## src/rtl/hex_keypad_pkg.sv

```systemverilog
// hex_keypad_pkg -- shared types and constants for the hex keypad scanner.
//   scan_state_t   : debounce state machine states
//   frame_kind_t   : classification of one full 4x4 scan frame
//   frame_class_t  : frame kind plus the key code of a single-key frame
//   classify_frame : turns 16 matrix bits (index = row*4 + col) into a frame_class_t
package hex_keypad_pkg;

    localparam int KEY_CODE_W  = 4;
    localparam int NUM_COLS    = 4;
    localparam int NUM_ROWS    = 4;
    localparam int DWELL_TICKS = 4;
    localparam int NUM_KEYS    = NUM_ROWS * NUM_COLS;
    localparam int FIFO_DEPTH  = 4;

    typedef enum logic [1:0] {
        ST_IDLE,
        ST_DEBOUNCE,
        ST_PRESSED,
        ST_RELEASE
    } scan_state_t;

    typedef enum logic [1:0] {
        FRAME_EMPTY,
        FRAME_SINGLE,
        FRAME_MULTI
    } frame_kind_t;

    typedef struct packed {
        frame_kind_t                 kind;
        logic [KEY_CODE_W-1:0]       code;
    } frame_class_t;

    // Bit index of the matrix equals the key code {row[1:0], col[1:0]}, so the
    // code of a single-key frame is just the index of its only set bit.
    function automatic frame_class_t classify_frame(input logic [NUM_KEYS-1:0] bits);
        frame_class_t res;
        int           n_set;
        res.kind = FRAME_EMPTY;
        res.code = '0;
        n_set    = 0;
        for (int i = 0; i < NUM_KEYS; i++) begin
            if (bits[i]) begin
                n_set++;
                res.code = KEY_CODE_W'(i);
            end
        end
        if (n_set == 1)
            res.kind = FRAME_SINGLE;
        else if (n_set > 1)
            res.kind = FRAME_MULTI;
        return res;
    endfunction

endpackage

```

## src/rtl/keypad_event_fifo.sv

```systemverilog
// keypad_event_fifo -- 4-entry event queue between the debouncer and consumer.
//   clk, reset_n : clock, asynchronous active-low reset
//   push         : enqueue push_code this cycle
//   push_code    : key code to enqueue
//   pop          : consumer took the head entry this cycle
//   head_valid   : queue is not empty
//   head_code    : oldest queued key code
//   drop         : push refused because the queue is full and nothing popped
module keypad_event_fifo
    import hex_keypad_pkg::*;
(
    input  logic                  clk,
    input  logic                  reset_n,
    input  logic                  push,
    input  logic [KEY_CODE_W-1:0] push_code,
    input  logic                  pop,
    output logic                  head_valid,
    output logic [KEY_CODE_W-1:0] head_code,
    output logic                  drop
);

    logic [KEY_CODE_W-1:0] mem [FIFO_DEPTH];
    logic [1:0]            wr_ptr;
    logic [1:0]            rd_ptr;
    logic [2:0]            count;
    logic                  do_pop;
    logic                  accept;

    // A slot freed by a pop in the same cycle is usable by the push.
    assign do_pop     = pop && (count != 3'd0);
    assign accept     = push && ((count != 3'(FIFO_DEPTH)) || do_pop);
    assign drop       = push && !accept;
    assign head_valid = (count != 3'd0);
    assign head_code  = mem[rd_ptr];

    always_ff @(posedge clk or negedge reset_n) begin
        if (!reset_n) begin
            // NOTE: the storage is tiny and key_code must read 0 out of reset,
            // so the array is reset here; larger memories normally are not.
            for (int i = 0; i < FIFO_DEPTH; i++)
                mem[i] <= '0;
            wr_ptr <= '0;
            rd_ptr <= '0;
            count  <= '0;
        end else begin
            if (accept) begin
                mem[wr_ptr] <= push_code;
                wr_ptr      <= wr_ptr + 2'd1;
            end
            if (do_pop)
                rd_ptr <= rd_ptr + 2'd1;
            case ({accept, do_pop})
                2'b10:   count <= count + 3'd1;
                2'b01:   count <= count - 3'd1;
                default: count <= count;
            endcase
        end
    end

endmodule

```

## src/rtl/hex_keypad_scanner.sv

```systemverilog
// hex_keypad_scanner -- scans a 4x4 keypad, debounces whole frames and
// delivers one event per accepted key press over a valid/ready handshake.
//   clk, reset_n : clock, asynchronous active-low reset
//   col_drive    : one-hot column strobe, active-high
//   row_sense    : asynchronous row returns, active-high
//   key_code     : {row[1:0], col[1:0]} of the event at the head of storage
//   key_valid    : key_code holds an undelivered event
//   key_ready    : consumer accepts (transfer on key_valid & key_ready)
//   key_held     : a key is currently considered pressed (PRESSED/RELEASE)
//   key_overrun  : sticky, an event was lost for lack of storage
//   overrun_clr  : synchronous clear of key_overrun
// Build option: define KEYPAD_FIFO_EN for a 4-entry event FIFO; otherwise a
// single holding register keeps the first undelivered event.
module hex_keypad_scanner
    import hex_keypad_pkg::*;
#(
    parameter int CLK_RATE_HZ     = 390625,
    parameter int CLK_DIVIDE      = 1,
    parameter int DEBOUNCE_FRAMES = 4
) (
    input  logic                  clk,
    input  logic                  reset_n,
    output logic [NUM_COLS-1:0]   col_drive,
    input  logic [NUM_ROWS-1:0]   row_sense,
    output logic [KEY_CODE_W-1:0] key_code,
    output logic                  key_valid,
    input  logic                  key_ready,
    output logic                  key_held,
    output logic                  key_overrun,
    input  logic                  overrun_clr
);

    localparam logic [3:0] DB_LAST = 4'(DEBOUNCE_FRAMES);

    logic [NUM_ROWS-1:0] row_meta, row_sync;

    always_ff @(posedge clk or negedge reset_n) begin
        if (!reset_n) begin
            row_meta <= '0;
            row_sync <= '0;
        end else begin
            // NOTE: non-blocking assignments so row_sync takes the old row_meta
            // and the two flops form a real two-stage synchronizer.
            row_meta <= row_sense;
            row_sync <= row_meta;
        end
    end

    logic scan_tick;

    generate
        if (CLK_DIVIDE != 0) begin : g_div
            localparam int DIV   = (CLK_RATE_HZ / 3200 > 1) ? CLK_RATE_HZ / 3200 : 1;
            localparam int DIV_W = (DIV > 1) ? $clog2(DIV) : 1;
            logic [DIV_W-1:0] div_cnt;

            assign scan_tick = (div_cnt == DIV_W'(DIV - 1));

            always_ff @(posedge clk or negedge reset_n) begin
                if (!reset_n)
                    div_cnt <= '0;
                else if (scan_tick)
                    div_cnt <= '0;
                else
                    div_cnt <= div_cnt + DIV_W'(1);
            end
        end else begin : g_nodiv
            assign scan_tick = 1'b1;
        end
    endgenerate

    // Column scan: each column is driven for DWELL_TICKS ticks and sampled on
    // the last one. Column 3 is not stored; its rows are used live at frame close.
    logic [1:0]          col_idx, dwell;
    logic [NUM_ROWS-1:0] rows_c0, rows_c1, rows_c2;
    logic                sample_tick, frame_close;

    assign sample_tick = scan_tick && (dwell == 2'(DWELL_TICKS - 1));
    assign frame_close = sample_tick && (col_idx == 2'(NUM_COLS - 1));
    assign col_drive   = 4'b0001 << col_idx;

    always_ff @(posedge clk or negedge reset_n) begin
        if (!reset_n) begin
            col_idx <= '0;
            dwell   <= '0;
            rows_c0 <= '0;
            rows_c1 <= '0;
            rows_c2 <= '0;
        end else if (scan_tick) begin
            if (sample_tick) begin
                case (col_idx)
                    2'd0:    rows_c0 <= row_sync;
                    2'd1:    rows_c1 <= row_sync;
                    2'd2:    rows_c2 <= row_sync;
                    default: ;
                endcase
                dwell   <= '0;
                col_idx <= col_idx + 2'd1;
            end else begin
                dwell <= dwell + 2'd1;
            end
        end
    end

    logic [NUM_KEYS-1:0] frame_bits;
    frame_class_t        fc;

    always_comb begin
        frame_bits = '0;
        for (int r = 0; r < NUM_ROWS; r++) begin
            frame_bits[r*NUM_COLS + 0] = rows_c0[r];
            frame_bits[r*NUM_COLS + 1] = rows_c1[r];
            frame_bits[r*NUM_COLS + 2] = rows_c2[r];
            frame_bits[r*NUM_COLS + 3] = row_sync[r];
        end
    end

    assign fc = classify_frame(frame_bits);

    scan_state_t           state, state_nxt;
    logic [KEY_CODE_W-1:0] cand, cand_nxt;
    logic [3:0]            cnt, cnt_nxt;
    logic                  push;

    always_ff @(posedge clk or negedge reset_n) begin
        if (!reset_n) begin
            state <= ST_IDLE;
            cand  <= '0;
            cnt   <= '0;
        end else begin
            state <= state_nxt;
            cand  <= cand_nxt;
            cnt   <= cnt_nxt;
        end
    end

    always_comb begin
        // NOTE: every output gets a default first, so no path leaves one
        // unassigned and no latch is inferred.
        state_nxt = state;
        cand_nxt  = cand;
        cnt_nxt   = cnt;
        push      = 1'b0;
        if (frame_close) begin
            case (state)
                ST_IDLE: begin
                    if (fc.kind == FRAME_SINGLE) begin
                        state_nxt = ST_DEBOUNCE;
                        cand_nxt  = fc.code;
                        cnt_nxt   = 4'd1;
                    end
                end
                ST_DEBOUNCE: begin
                    if (fc.kind == FRAME_SINGLE) begin
                        if (fc.code == cand) begin
                            if (cnt + 4'd1 == DB_LAST) begin
                                push      = 1'b1;
                                state_nxt = ST_PRESSED;
                                cnt_nxt   = '0;
                            end else begin
                                cnt_nxt = cnt + 4'd1;
                            end
                        end else begin
                            cand_nxt = fc.code;
                            cnt_nxt  = 4'd1;
                        end
                    end else begin
                        state_nxt = ST_IDLE;
                        cnt_nxt   = '0;
                    end
                end
                ST_PRESSED: begin
                    // Additional or changed keys while held produce nothing.
                    if (fc.kind == FRAME_EMPTY) begin
                        state_nxt = ST_RELEASE;
                        cnt_nxt   = 4'd1;
                    end
                end
                ST_RELEASE: begin
                    if (fc.kind == FRAME_EMPTY) begin
                        if (cnt + 4'd1 == DB_LAST) begin
                            state_nxt = ST_IDLE;
                            cnt_nxt   = '0;
                        end else begin
                            cnt_nxt = cnt + 4'd1;
                        end
                    end else begin
                        state_nxt = ST_PRESSED;
                        cnt_nxt   = '0;
                    end
                end
                default: state_nxt = ST_IDLE;
            endcase
        end
    end

    assign key_held = (state == ST_PRESSED) || (state == ST_RELEASE);

    logic pop, drop;
    assign pop = key_valid && key_ready;

`ifdef KEYPAD_FIFO_EN
    keypad_event_fifo u_fifo (
        .clk        (clk),
        .reset_n    (reset_n),
        .push       (push),
        .push_code  (cand),
        .pop        (pop),
        .head_valid (key_valid),
        .head_code  (key_code),
        .drop       (drop)
    );
`else
    // Single holding register: the first undelivered event is kept and later
    // pushes are dropped, unless the register is being emptied this cycle.
    assign drop = push && key_valid && !pop;

    always_ff @(posedge clk or negedge reset_n) begin
        if (!reset_n) begin
            key_valid <= 1'b0;
            key_code  <= '0;
        end else if (push && (!key_valid || pop)) begin
            key_valid <= 1'b1;
            key_code  <= cand;
        end else if (pop) begin
            key_valid <= 1'b0;
        end
    end
`endif

    // A drop in the same cycle as overrun_clr leaves the flag set.
    always_ff @(posedge clk or negedge reset_n) begin
        if (!reset_n)
            key_overrun <= 1'b0;
        else if (drop)
            key_overrun <= 1'b1;
        else if (overrun_clr)
            key_overrun <= 1'b0;
    end

endmodule

```

## config.mk

```make
export PLATFORM = sky130hd
export DESIGN_NAME = hex_keypad_scanner
export DESIGN_NICKNAME = d
export VERILOG_FILES = /design/src/rtl/hex_keypad_pkg.sv /design/src/rtl/keypad_event_fifo.sv /design/src/rtl/hex_keypad_scanner.sv
export SDC_FILE = /design/constraint.sdc
export NUM_CORES = 1
export LEC_CHECK = 0
export ABC_AREA = 1
export BUFFER_PORTS_ARGS = -buffer_cell sky130_fd_sc_hd__clkbuf_2
export CAP_MARGIN = 20
export CORE_ASPECT_RATIO = 0.75
export CORE_MARGIN = 4
export CORE_UTILIZATION = 55
export DETAILED_ROUTE_END_ITERATION = 7
export GPL_TIMING_DRIVEN = 1
export PLACE_DENSITY = 0.72
export SLEW_MARGIN = 0
export SYNTH_ARGS = -nofsm -noshare
export SYNTH_HDL_FRONTEND = slang
export SYNTH_SLANG_ARGS = --single-unit
```

## constraint.sdc

```tcl
create_clock -name clk -period 23.1 [get_ports clk]
set_input_delay 2.31 -clock clk [delete_from_list [all_inputs] [get_ports clk]]
set_output_delay 2.31 -clock clk [all_outputs]
set_load 0.02 [all_outputs]
```

==> Word-level counts from Yosys, hierarchy flattened <==
Index checks and enable logic that the tools add are counted.
Widths: inputs -> output; s select.
{ "word_totals": {"reg_bits": 47, "input_bits": 8, "output_inout_bits": 11, "elab_cells": 140} }
{ "op_classes": {"n_addsub": 19, "n_lt_le_gt_ge": 1, "eq_ne": 19, "shift": 1, "muxes": 63, "n_reduce_logical": 23} }
{ "ops": {"columns": ["operator", "count"], "rows": [
  ["$add 32x2->32 const B", 15],
  ["$mux 32", 15],
  ["$mux 4", 23],
  ["$eq 32x2->1 const B", 1],
  ["$gt 32x2->1 const B", 1],
  ["$mux 2", 10],
  ["$pmux 4 s4", 1],
  ["$reduce_and 3->1", 4],
  ["$mux 1", 11],
  ["$eq 2x2->1 const B", 5],
  ["$ne 3x3->1 const B", 3],
  ["$ne 2x2->1 const B", 4],
  ["$pmux 2 s4", 1],
  ["$pmux 4 s2", 1],
  ["$add 7x1->7 const B", 1],
  ["$eq 7x7->1 const B", 1],
  ["$mux 7", 1],
  ["$eq 2x1->1 const B", 3],
  ["$logic_and 1x1->1", 6],
  ["$logic_not 2->1", 3],
  ["$reduce_and 6->1", 1],
  ["$reduce_bool 2->1", 3],
  ["$reduce_and 5->1", 1],
  ["$add 2x1->2 const B", 2],
  ["other kinds (7)", 9]
]} }

==> Longest topological paths before layout <==
Gate-level depths: netlist of the first run.
{ "logic_depth": {"depth_word": 41, "ltp_mapped": 63, "ltp_nobuf": 63} }

==> Worst setup path before layout of the first run <==
OpenSTA, ideal clock, no wires.
{ "synth_path": {"path_type": "flip-flop to flip-flop", "from": "register rows_c0[0]", "to": "register state[1]", "setup_ps": 117, "t_arrival_ps": 9062, "required_ps": 22983, "setup_slack_ps": 13921, "stages_incl_launch_ff": 64, "path_buffers": 0, "period_less_slack_ps": 9179, "cell_sequence": "dfrtp_1 -> inv_1 -> ha_1 -> nand2_2 -> inv_2 -> nor2_4 -> nand2_1 -> nand3_1 -> nand2_1 -> ha_1 -> nand2_1 -> nand2_1 -> ha_1 -> nand2_1 -> nand2_1 -> ha_1 -> nor2_1 -> inv_1 -> [... 28 more ...] -> ha_1 -> o21ai_0 -> inv_1 -> ha_1 -> nand2_1 -> nand2_1 -> nand2_1 -> o211ai_1 -> a21oi_1 -> nand2_1 -> a21oi_4 -> nand3_4 -> nand2_2 -> nand2_2 -> nor2_8 -> nand2_1 -> nand2_1 -> nand2_1"} }
{ "synth_between": {"elab_chain_cells": 37, "elab_cells_between_ends": 46, "cone_classes": "add/sub: 15; order compare: 1; eq/ne: 7; mux: 21; reduce/logical: 2"} }
{ "synth_lines": {"columns": ["item", "line_no", "text"], "rows": [
  ["start, declared", "hex_keypad_scanner.sv:75", "logic [NUM_ROWS-1:0] rows_c0, rows_c1, rows_c2;"],
  ["start signal, assigned", "hex_keypad_scanner.sv:92", "2'd0: rows_c0 <= row_sync;"],
  ["$mux 1 *", "hex_keypad_pkg.sv:42", "if (bits[i]) begin"],
  ["$add 32x2->32", "hex_keypad_pkg.sv:43", "n_set++;"],
  ["$mux 32 *", "hex_keypad_pkg.sv:42", null],
  ["$add 32x2->32", "hex_keypad_pkg.sv:43", null],
  ["$mux 32 *", "hex_keypad_pkg.sv:42", null],
  ["$add 32x2->32", "hex_keypad_pkg.sv:43", null],
  ["$mux 32 *", "hex_keypad_pkg.sv:42", null],
  ["$add 32x2->32", "hex_keypad_pkg.sv:43", null],
  ["[... 21 more ...]", null, null],
  ["$add 32x2->32", "hex_keypad_pkg.sv:43", null],
  ["$mux 32 *", "hex_keypad_pkg.sv:42", null],
  ["$gt 32x2->1", "hex_keypad_pkg.sv:49", "else if (n_set > 1)"],
  ["$mux 2", "hex_keypad_pkg.sv:49", null],
  ["$mux 2 *", "hex_keypad_pkg.sv:47", "if (n_set == 1)"],
  ["$eq 2x1->1 / $logic_not 2->1 (equally long branches)", null, null],
  ["$ne 3x3->1 (no source line), or another cell as far along", null, null],
  ["$reduce_and 6->1 (no source line) / $pmux 2 s4 (equally long branches)", null, null],
  ["end signal, assigned", "hex_keypad_scanner.sv:131", "state <= state_nxt;"],
  ["end, declared", "hex_keypad_scanner.sv:120", "scan_state_t state, state_nxt;"]
]} }
Mark *: on every way between the ends. The rest lies on a longest branch, timed or not.
A chain may end at the register's enable or synchronous reset.

==> Final worst setup path of the first run <==
{ "layout_path": {"from": "register rows_c0[0]", "to": "register state[0]"} }
Same word-level chain as after synthesis.

==> impl_results.md, run 1 <==
* # clock sinks at 47
* Seq/Total Area, Yosys at 27.7%
* Vias at 3,941
* Clock transition at the registers of the reported paths at 0.09 ns
* Htree depth at 2
* Post-CTS Hold Fix Bufs at 0
* Gr usage total at 20.1%
* Num CTS Buffers at 5
* RSZ-0062 raised after global routing: false
* Vias in the first global route at 3,689
* Initial antenna violation count at 0
* Routed len/inst at 11.1 um
* First-pass GRT wire length at 15,700 um
* Number of library cell types mapped by synthesis at 36
* Final net count at 708
* Commonest non-fill, non-tap cells in the layout: 200 x nand2_1, 98 x inv_1, 61 x nand3_1
* Power density cells at 33.1 nW/um2
* Leak at 2.53 nW
* Critical-path top delay cell: dfrtp_1
* Post-Synthesis Mean Instance Area at 6.52 um2
* Max-Cap Viols at 0
* CTS resizes at 0
* Syn nets at 684
* WP data arrival at 10.19 ns
* Worst min path class: reg -> reg
* IO buf count at 18
* Clk_lat worst skew at 0.30 ns
* Layout area overhead at 7.05%
* CTS Root Cell: clkbuf_8
* Actual slew at the worst max-slew pin at 0.573 ns
* Yosys top cell area share at 27.7%
* Ant. Diodes at 0
* DR pass1 iterations at 5
* Fin. Hold Viols at 0
* Critical Path Max Stage Delay at 0.41 ns
* Status: finished, final reports clean
* Count of pins over their slew limit at 0
* Post-Synthesis Cells at 651
* Min Tclk post-route at 9.99 ns
* Yosys warns at 0
* DRC viols at 0
* Hold_ws at 0.357 ns
* Synth area leaders: dfrtp_1 28%, nand2_1 18%, inv_1 8.7%
* Yosys reg bits at 47
* Critical path startpoint category: register
* Setup Viol. Count Final at 0
* Congestion Overflow GR at 0
* Detailed Route WL at 8600 um
* Highest Clock Rate at 0.100 GHz
* Req. time, crit path at 23.30 ns
* Starting Density at 57.1%
* Pin count of the biggest net entering global routing at 48
* Core Area at 7430 um2
* Die Width at 109 um
* Max IR drop VDD at 0.0303 mV
* Post-CTS setup buffers at 0
* TritonCTS clock tree: yes
* Clock skew at 0.0130 ns
* Vias/cell at 5.07
* Crit path max fanout at 8
* # IOs at 19
* Final Wtd Congestion at 0.875
* Setup tns final at 0 ns
* Critical path class: reg -> reg
* Worst slew margin at 61.6%
* Ratio of cells with drive above 1 in the final layout at 16.6%
* Core Rows at 27
* Tcrit/Tclk final at 43.3%
* Detail Placement HPWL at 7100 um
* Most frequent CP cell: nand2_1
* Die Y at 84.1 um
* Final ANT Viol Nets at 0
* Commonest non-fill, non-tap cell in the layout: nand2_1
* DR iter-0 viols at 200
* Max Root-Sink Buffers at 2
* Synth Cell Area at 4240 um2
* Die area at 9200 um2
* # fillers at 699
* Endpoint class of the critical path: register
* Synth area leader: dfrtp_1
## power by group
group | internal [W] | total (W) | switching, W
clock network | 0.0000218 | 0.0000496 | 0.0000279
registers | 0.0000829 | 0.0000836 | 0.000000678
logic | 0.00000548 | 0.0000172 | 0.0000117
## stage by stage
| stage | total power (W) | instance area [um2] | util (%) | worst slack [ns] | instances |
|---|---|---|---|---|---|
| floorplan | 0.0000975 | 4240 | - | 13.92 | 651 |
| global placement | 0.000102 | 4450 | 59.9 | 13.54 | 769 |
| detailed placement | 0.000103 | 4450 | 59.9 | 13.14 | 769 |
| CTS | 0.000152 | 4540 | 61.1 | 13.12 | 777 |
| global route | 0.000159 | 4540 | 61.1 | 12.21 | 777 |
| finish | 0.000150 | 4540 | 61.1 | 13.11 | 777 |
## path summary, 6_finish.rpt
path,slack [ns],startpoint,to,depth (start not counted)
worst max-delay path,13.11,rows_c0[0],state[0],63
worst min-delay path,0.36,row_meta[1],row_sync[1],0
worst max register to register,13.11,rows_c0[0],state[0],63
worst min register to register,0.36,row_meta[1],row_sync[1],0
max in group asynchronous,20.61,reset_n,key_overrun,2
min in group asynchronous,2.08,reset_n,cnt[0],2
## final cells by class
class	instances	area [um2]	share of cell area (%)
clock buffers	6	72.6	1.60
clock inverters	2	17.5	0.386
inverters	104	390	8.60
repair buffers	19	97.6	2.15
flip-flops and latches	47	1180	25.9
well taps	101	126	2.78
multi-input cells	498	2660	58.6
## Yosys cell counts
master	count
o21ai_1	6
nand3_1	61
inv_1	98
clkbuf_1	1
nand4_1	5
o21ai_0	32
nor3_1	5
nand2_2	39
nor4_1	4
xnor2_1	1
nand3_2	16
o21a_1	1
nor3b_1	1
a211oi_1	1
nand3_4	1
nand3b_2	2
nor2_2	7
nand2_1	200
a31oi_1	2
or2_2	8
dfrtp_1	47
buf_6	1
nor2_8	1
ha_1	25
inv_2	6
nor3_2	4
and2_1	1
nor2_1	50
nand3b_1	7
nor2_4	1
o211ai_1	1
xor2_1	4
o21bai_1	1
a21oi_1	7
a21oi_4	1
o22ai_1	3
## critical path: cells and delay by family, from the launching register on
family	cells	cell delay [ns]
buffers and inverters	10	0.70
and+or+nand+nor	35	4.05
adders and majority gates	13	3.72
AOI/OAI and AO/OA	5	0.96
DFF	1	0.41
## sequential cells by signal, indices dropped and copies added, names as in the netlist
name / flops
g_div.div_cnt: 7
cand: 4
cnt: 4
key_code: 4
row_meta: 4
row_sync: 4
rows_c0: 4
rows_c1: 4
rows_c2: 4
col_idx: 2
dwell: 2
state: 2
key_overrun: 1
key_valid: 1
## layer usage
| layer | global-route usage [%] | vias to the layer above | wire (um) |
|---|---|---|---|
| met4 | 2.83 | 0 | 13 |
| met3 | 2.55 | 2 | 266 |
| met5 | 0 | - | 0 |
| li1 | - | 2117 | - |
| met2 | 31.6 | 65 | 3760 |
| met1 | 29.9 | 1757 | 4560 |
## logic make-up (layout without fill, tap and decap cells)
kind of cell | after synthesis | in the layout | share of synthesized area, %
buffers and inverters | 106 | 131 | 9.56
AND/OR/NAND/NOR | 413 | 413 | 47.2
AO/OA/AOI/OAI | 55 | 55 | 7.14
flip-flops | 47 | 47 | 27.7
XOR/XNOR | 5 | 5 | 1.03
adder cells (fa/ha/maj) | 25 | 25 | 7.37
No activity file was read; power rests on OpenSTA's default activity.
==> run 2, diff against run 1 <==
--- a/config.mk
+++ b/config.mk
@@ -5,7 +5,7 @@
 export SDC_FILE = /design/constraint.sdc
 export NUM_CORES = 1
 export LEC_CHECK = 0
-export ABC_AREA = 1
+export ABC_AREA = 0
 export BUFFER_PORTS_ARGS = -buffer_cell sky130_fd_sc_hd__clkbuf_2
 export CAP_MARGIN = 20
 export CORE_ASPECT_RATIO = 0.75
@@ -13,7 +13,7 @@
 export CORE_UTILIZATION = 55
 export DETAILED_ROUTE_END_ITERATION = 7
 export GPL_TIMING_DRIVEN = 1
-export PLACE_DENSITY = 0.72
+export PLACE_DENSITY = 0.75
 export SLEW_MARGIN = 0
 export SYNTH_ARGS = -nofsm -noshare
 export SYNTH_HDL_FRONTEND = slang
==> constraint.sdc (replaced) <==
create_clock -name clk -period 8.55 [get_ports clk]
set_input_delay 0.855 -clock clk [delete_from_list [all_inputs] [get_ports clk]]
set_output_delay 0.855 -clock clk [all_outputs]
set_load 0.02 [all_outputs]
==> impl_results.md, run 2 <==
* Commonest non-fill, non-tap cell in the layout: buf_4
* Max-Cap Viols at 0
* RSZ-0062 raised after global routing: true
* Post-Synthesis Mean Instance Area at 9.26 um2
* Detailed Route WL at 10,500 um
* Ratio of cells with drive above 1 in the final layout at 32.0%
* Reg with most FFs: g_div.div_cnt
* Ant. Diodes at 0
* Reg2reg path depth at 48
* Commonest non-fill, non-tap cells in the layout: 63 x buf_4, 47 x dfrtp_1, 44 x nand2_1
* Clk_lat worst skew at 0.31 ns
* Gr usage total at 22.0%
* Synth Cell Area at 4310 um2
* Placement Cell Area at 4870 um2
* Post-synth top cells: 47 x dfrtp_1, 47 x nand2_1, 33 x nor2_1, 27 x xnor2_1, 25 x ha_1
* Highest Clock Rate at 0.107 GHz
* # fillers at 567
* Status: finished, violations left
* Synth area leader: dfrtp_1
* Clock skew at 0.00687 ns
* TritonCTS clock tree: yes
* IO buf count at 18
* Post-synth top flop: dfrtp_1
* Yosys warns at 0
* Critical path startpoint category: register
* Detail Placement HPWL at 7200 um
* Fin. Hold Viols at 0
* Routed len/inst at 16.4 um
* Vias at 3,772
* Yosys reg bits at 47
* Endpoint class of the critical path: register
* Final Total Pwr at 0.000492 W
* Tcrit/Tclk final at 109%
* Synth area leaders: dfrtp_1 27%, ha_1 7.3%, xnor2_1 5.5%
* Starting Density at 57.5%
* Core Area at 7500 um2
* DR iter-0 viols at 178
* Worst hold stages at 0
* R2R Path End: cand[2]
* Cell area after layout at 5340 um2
* Pin count of the biggest net entering global routing at 48
* Post-synth EDFFs at 0
* Req. time, crit path at 8.74 ns
* R2r setup slk at -0.81 ns
* Worst slew margin at 40.0%
* Hold path start: row_meta[0]
* Worst reg2reg path startpoint: rows_c0[0]
* Yosys top cell area share at 27.3%
* Count of pins over their slew limit at 0
* Syn nets at 499
* Setup Viol. Count Final at 16
* Post-synth ARST share at 100%
* Final net count at 570
* Final Wtd Congestion at 0.827
* Failing checks: setup timing
* # IOs at 19
* Critical path class: reg -> reg
* Actual slew at the worst max-slew pin at 0.893 ns
* Crit path max fanout at 5
* Congestion Overflow GR at 0
* Critical-path top delay cell: dfrtp_1
* Most frequent CP cell: ha_1
* Max FFs per register at 7
* Number of library cell types mapped by synthesis at 76
* Die Y at 84.7 um
* Min Tclk post-route at 9.36 ns
* Die Width at 110 um
* Setup ws final at -0.809 ns
* Post-Synthesis Cells at 466
* Setup tns final at -11.77 ns
* Num CTS Buffers at 5
* Worst min path class: reg -> reg
* Vias/cell at 5.90
* Core Rows at 27
* First-pass GRT wire length at 16,900 um
* CTS Root Cell: clkbuf_8
* Layout area overhead at 23.7%
* Final ANT Viol Nets at 0
* # clock sinks at 47
* Vias in the first global route at 3,646
* Max Root-Sink Buffers at 2
* DR pass1 iterations at 5
* Seq/Total Area, Yosys at 27.3%
* Power density cells at 92.2 nW/um2
* Post-CTS Hold Fix Bufs at 0
* DRC viols at 0
* Leak at 2.47 nW
* Clock transition at the registers of the reported paths at 0.09 ns
* Critical Path Max Stage Delay at 0.43 ns
* Max IR drop VDD at 0.130 mV
* WP data arrival at 9.55 ns
* Htree depth at 2
* Initial antenna violation count at 0
* Hold_ws at 0.355 ns
* Die area at 9340 um2
* Hold Path Sink: row_sync[0]
==> run 2: changes by cell type in the layout (fill, tap and decap cells not counted), sizes merged, moves of 11 or more <==
| cell | previous run | this run |
|---|---|---|
| nand2b | 0 | 11 |
| xnor2 | 1 | 29 |
| inv | 104 | 23 |
| nand3 | 78 | 16 |
| nor2 | 59 | 34 |
| mux2 | 0 | 24 |
| o21ai | 38 | 17 |
| buf | 1 | 63 |
| nand2 | 239 | 47 |
==> run 2: timing repair <==
action                                 CTS  global route
resized for setup                        5            28
pin swaps                                6            19
cloned                                   0             0
buffers inserted                        16             9
endpoints found under the hold margin    0             0
setup endpoints to repair               16            16
==> run 2: cell families after synthesis <==
| group | after synthesis | synth area share, % |
|---|---|---|
| flops | 47 | 27.3 |
| compound gates | 99 | 18.1 |
| fa+ha+maj | 25 | 7.25 |
| xor+xnor | 50 | 13.7 |
| mux | 32 | 8.12 |
| simple gates | 174 | 22.0 |
| buf+inv | 39 | 3.48 |
==> run 2: power breakdown <==
part           internal [W]  switching [W]  leakage, nW  total [W]
sequential         0.000224     0.00000383        0.624   0.000228
clock             0.0000586      0.0000783       0.0485   0.000137
combinational     0.0000645      0.0000625         1.80   0.000127
total              0.000347       0.000145         2.47   0.000492
==> run 2: critical path: cells and delay by family (launching register included) <==
| kind | cells | cell delay, ns |
|---|---|---|
| AOI/OAI and AO/OA | 13 | 2.24 |
| buffers and inverters | 1 | 0.08 |
| muxes | 3 | 0.70 |
| adders and majority gates | 13 | 3.57 |
| DFF | 1 | 0.43 |
| xor gates and xnor gates | 1 | 0.15 |
| and+or+nand+nor | 17 | 2.08 |
==> run 2: final cells by class <==
type / count / area, um2 / area share [%]
tap: 101 / 126 / 2.37
multi-input combinational: 380 / 3300 / 61.8
clock buffer: 5 / 68.8 / 1.29
timing repair buffer: 81 / 563 / 10.6
sequential: 47 / 1180 / 22.0
inverter: 22 / 82.6 / 1.55
clock inverter: 3 / 22.5 / 0.422
==> run 2: how the worst max path moves through the flow <==
| stage | startpoint | end | slack [ns] |
|---|---|---|---|
| after global routing | rows_c1[0] | key_code[1] | -1.19 |
| after CTS | rows_c1[0] | cand[3] | -0.58 |
| after floorplan | rows_c1[0] | cand[2] | -0.21 |
| final | rows_c0[0] | cand[2] | -0.81 |
| after global placement | rows_c1[0] | cand[2] | -0.13 |
| after detailed placement | rows_c0[0] | cand[1] | -0.56 |
==> run 2: per-layer routing <==
layer	share of wire [%]	track usage [%]	up-vias
li1	-	-	1836
met1	45	31.4	1837
met2	49	35.0	76
met3	3.1	2.61	23
met4	2.7	6.38	0
met5	0	0	-
==> run 2: per-stage QoR <==
| step | setup WS (ns) | std cells | utilization [%] |
|---|---|---|---|
| 4_1_cts | -0.575 | 630 | 68.0 |
| 3_3_place_gp | -0.130 | 606 | 64.9 |
| 3_5_place_dp | -0.555 | 606 | 64.9 |
| 2_1_floorplan | -0.208 | 466 | - |
| 5_1_grt | -1.19 | 639 | 71.1 |
| 6_report | -0.809 | 639 | 71.1 |
==> run 3, diff against run 2 <==
--- a/config.mk
+++ b/config.mk
@@ -14,7 +14,9 @@
 export DETAILED_ROUTE_END_ITERATION = 7
 export GPL_TIMING_DRIVEN = 1
 export PLACE_DENSITY = 0.75
+export RECOVER_POWER = 25
 export SLEW_MARGIN = 0
 export SYNTH_ARGS = -nofsm -noshare
 export SYNTH_HDL_FRONTEND = slang
+export SYNTH_HIERARCHICAL = 1
 export SYNTH_SLANG_ARGS = --single-unit
==> impl_results.md, run 3 <==
* Max FFs per register at 7
* R2r setup slk at -0.81 ns
* Max Root-Sink Buffers at 2
* Crit path max fanout at 5
* Min Tclk post-route at 9.36 ns
* Final Wtd Congestion at 0.827
* Max-Cap Viols at 1
* Initial antenna violation count at 0
* Setup ws final at -0.808 ns
* Critical Path Max Stage Delay at 0.43 ns
* Post-synth top cells: 47 x dfrtp_1, 47 x nand2_1, 33 x nor2_1, 27 x xnor2_1, 25 x ha_1
* DR iter-0 viols at 184
* Post-Synthesis Cells at 466
* Clock skew at 0.00692 ns
* Seq/Total Area, Yosys at 27.3%
* Setup Viol. Count Final at 16
* # fillers at 569
* Largest family of logic cells by synthesized area: simple AND/OR/NAND/NOR gates
* DRC viols at 0
* RSZ-0062 raised after global routing: true
* Clock transition at the registers of the reported paths at 0.09 ns
* Worst slew margin at -63.2%
* Failing checks: capacitance limit, slew limit, setup timing
* Compound-Gate Fraction of Synth Area at 18.1%
* Detail Placement HPWL at 7200 um
* Htree depth at 2
* Endpoint class of the critical path: register
* Layout area overhead at 23.6%
* Starting Density at 57.5%
* DR pass1 iterations at 5
* CTS Root Cell: clkbuf_8
* Highest Clock Rate at 0.107 GHz
* Simple-Gate Fraction of Synth Area at 22.0%
* Ant. Diodes at 0
* Max IR drop VDD at 0.130 mV
* Gr usage total at 22.0%
* Tcrit/Tclk final at 109%
* Syn nets at 499
* # clock sinks at 47
* Power density cells at 92.2 nW/um2
* Clk_lat worst skew at 0.31 ns
* Core Util, Final at 71.1%
* Worst min path class: reg -> reg
* Die Width at 110 um
* Placement Cell Area at 4870 um2
* Most frequent CP cell: ha_1
* Actual slew at the worst max-slew pin at 2.45 ns
* WP data arrival at 9.55 ns
* Yosys top cell area share at 27.3%
* Critical-path top delay cell: dfrtp_1
* Hold path start: row_meta[0]
* Worst reg2reg path startpoint: rows_c0[0]
* Yosys warns at 6
* Post-synthesis adder-cell area fraction at 7.25%
* Die Y at 84.7 um
* Core Area at 7500 um2
* # IOs at 19
* Fin. Hold Viols at 0
* Commonest non-fill, non-tap cells in the layout: 62 x buf_4, 47 x dfrtp_1, 44 x nand2_1
* Worst slack, placed at -0.555 ns
* Critical path class: reg -> reg
* Post-synth EDFFs at 0
* Final ANT Viol Nets at 0
* Reg2reg path depth at 48
* Vias/cell at 5.89
* Number of library cell types mapped by synthesis at 76
* Status: finished, violations left
* TritonCTS clock tree: yes
* Vias at 3,766
* Routed len/inst at 16.4 um
* Synth Area in XOR/XNOR at 13.7%
* Critical path startpoint category: register
* IO buf count at 18
* Req. time, crit path at 8.74 ns
* Core Rows at 27
* Leak at 2.47 nW
* Synth area leader: dfrtp_1
* R2R Path End: cand[2]
* Worst hold stages at 0
* First-pass GRT wire length at 16,900 um
* Die area at 9340 um2
* Post-Synthesis Mean Instance Area at 9.26 um2
* Yosys reg bits at 47
* Post-synth top flop: dfrtp_1
* Detailed Route WL at 10,500 um
* Synth Cell Area at 4310 um2
* Synth area leaders: dfrtp_1 27%, ha_1 7.3%, xnor2_1 5.5%
* Ratio of cells with drive above 1 in the final layout at 31.8%
* Hold Path Sink: row_sync[0]
* Num CTS Buffers at 5
* Commonest non-fill, non-tap cell in the layout: buf_4
* Vias in the first global route at 3,646
* Pin count of the biggest net entering global routing at 48
* Multiplexer share of the synthesized area at 8.12%
* Cell area after layout at 5330 um2
* Reg with most FFs: g_div.div_cnt
* Post-synth ARST share at 100%
* Final net count at 570
* Count of pins over their slew limit at 48
* Congestion Overflow GR at 0
[run 3: cell counts after synthesis]
Identical to the previous run, type by type.
[run 3: worst max-delay path, delay by kind of cell, from the launching register on]
| family | cells | cell delay [ns] |
|---|---|---|
| adders and majority gates | 13 | 3.57 |
| AOI/OAI and AO/OA | 13 | 2.24 |
| and+or+nand+nor | 17 | 2.08 |
| muxes | 3 | 0.70 |
| DFF | 1 | 0.43 |
| xor gates and xnor gates | 1 | 0.15 |
| buffers and inverters | 1 | 0.08 |
[run 3: through the flow]
stage | std cells | setup TNS, ns | hold WS [ns] | total power (W)
2_1_floorplan | 466 | -1.46 | 0.331 | 0.000296
3_3_place_gp | 606 | -0.994 | 0.332 | 0.000324
3_5_place_dp | 606 | -7.29 | 0.337 | 0.000327
4_1_cts | 630 | -7.10 | 0.358 | 0.000473
5_1_grt | 639 | -17.73 | 0.368 | 0.000516
6_report | 639 | -11.76 | 0.355 | 0.000492
[run 3: worst max path at each step]
stage	start	endpoint
after floorplan	rows_c1[0]	cand[2]
after global placement	rows_c1[0]	cand[2]
after detailed placement	rows_c0[0]	cand[1]
after global routing	rows_c1[0]	key_code[1]
after CTS	rows_c1[0]	cand[3]
final	rows_c0[0]	cand[2]
[run 3: report_power, final]
part,switching (W),internal [W],total (W)
clock network,0.0000784,0.0000586,0.000137
logic,0.0000625,0.0000643,0.000127
registers,0.00000383,0.000224,0.000228
[run 3: metal layers]
layer	vias up	wire length, um	track usage (%)
li1	1835	-	-
met1	1830	4760	31.4
met2	78	5130	35.0
met3	23	330	2.61
met4	0	282	6.38
met5	-	0	0
[run 3: layout make-up]
type / instances / area (um2) / share of cell area (%)
clock buffer: 5 / 68.8 / 1.29
clock inverter: 3 / 22.5 / 0.422
inverter: 22 / 82.6 / 1.55
multi-input combinational: 380 / 3300 / 61.8
sequential: 47 / 1180 / 22.1
tap: 101 / 126 / 2.37
timing repair buffer: 81 / 559 / 10.5
[run 3: repair_timing]
| item | in CTS | in global routing |
|---|---|---|
| gates resized for setup | 5 | 28 |
| endpoints found under the hold margin | 0 | 0 |
| setup endpoints to repair | 16 | 16 |
| setup buffers | 16 | 9 |
| hold buffers | 0 | 0 |
| pin swaps | 6 | 19 |
[run 3: cells by family (layout without fill, tap and decap cells)]
family,after synthesis,in the layout
compound gates,99,99
xor+xnor,50,50
fa+ha+maj,25,25
buf+inv,39,111
flops,47,47
mux,32,32
simple gates,174,174
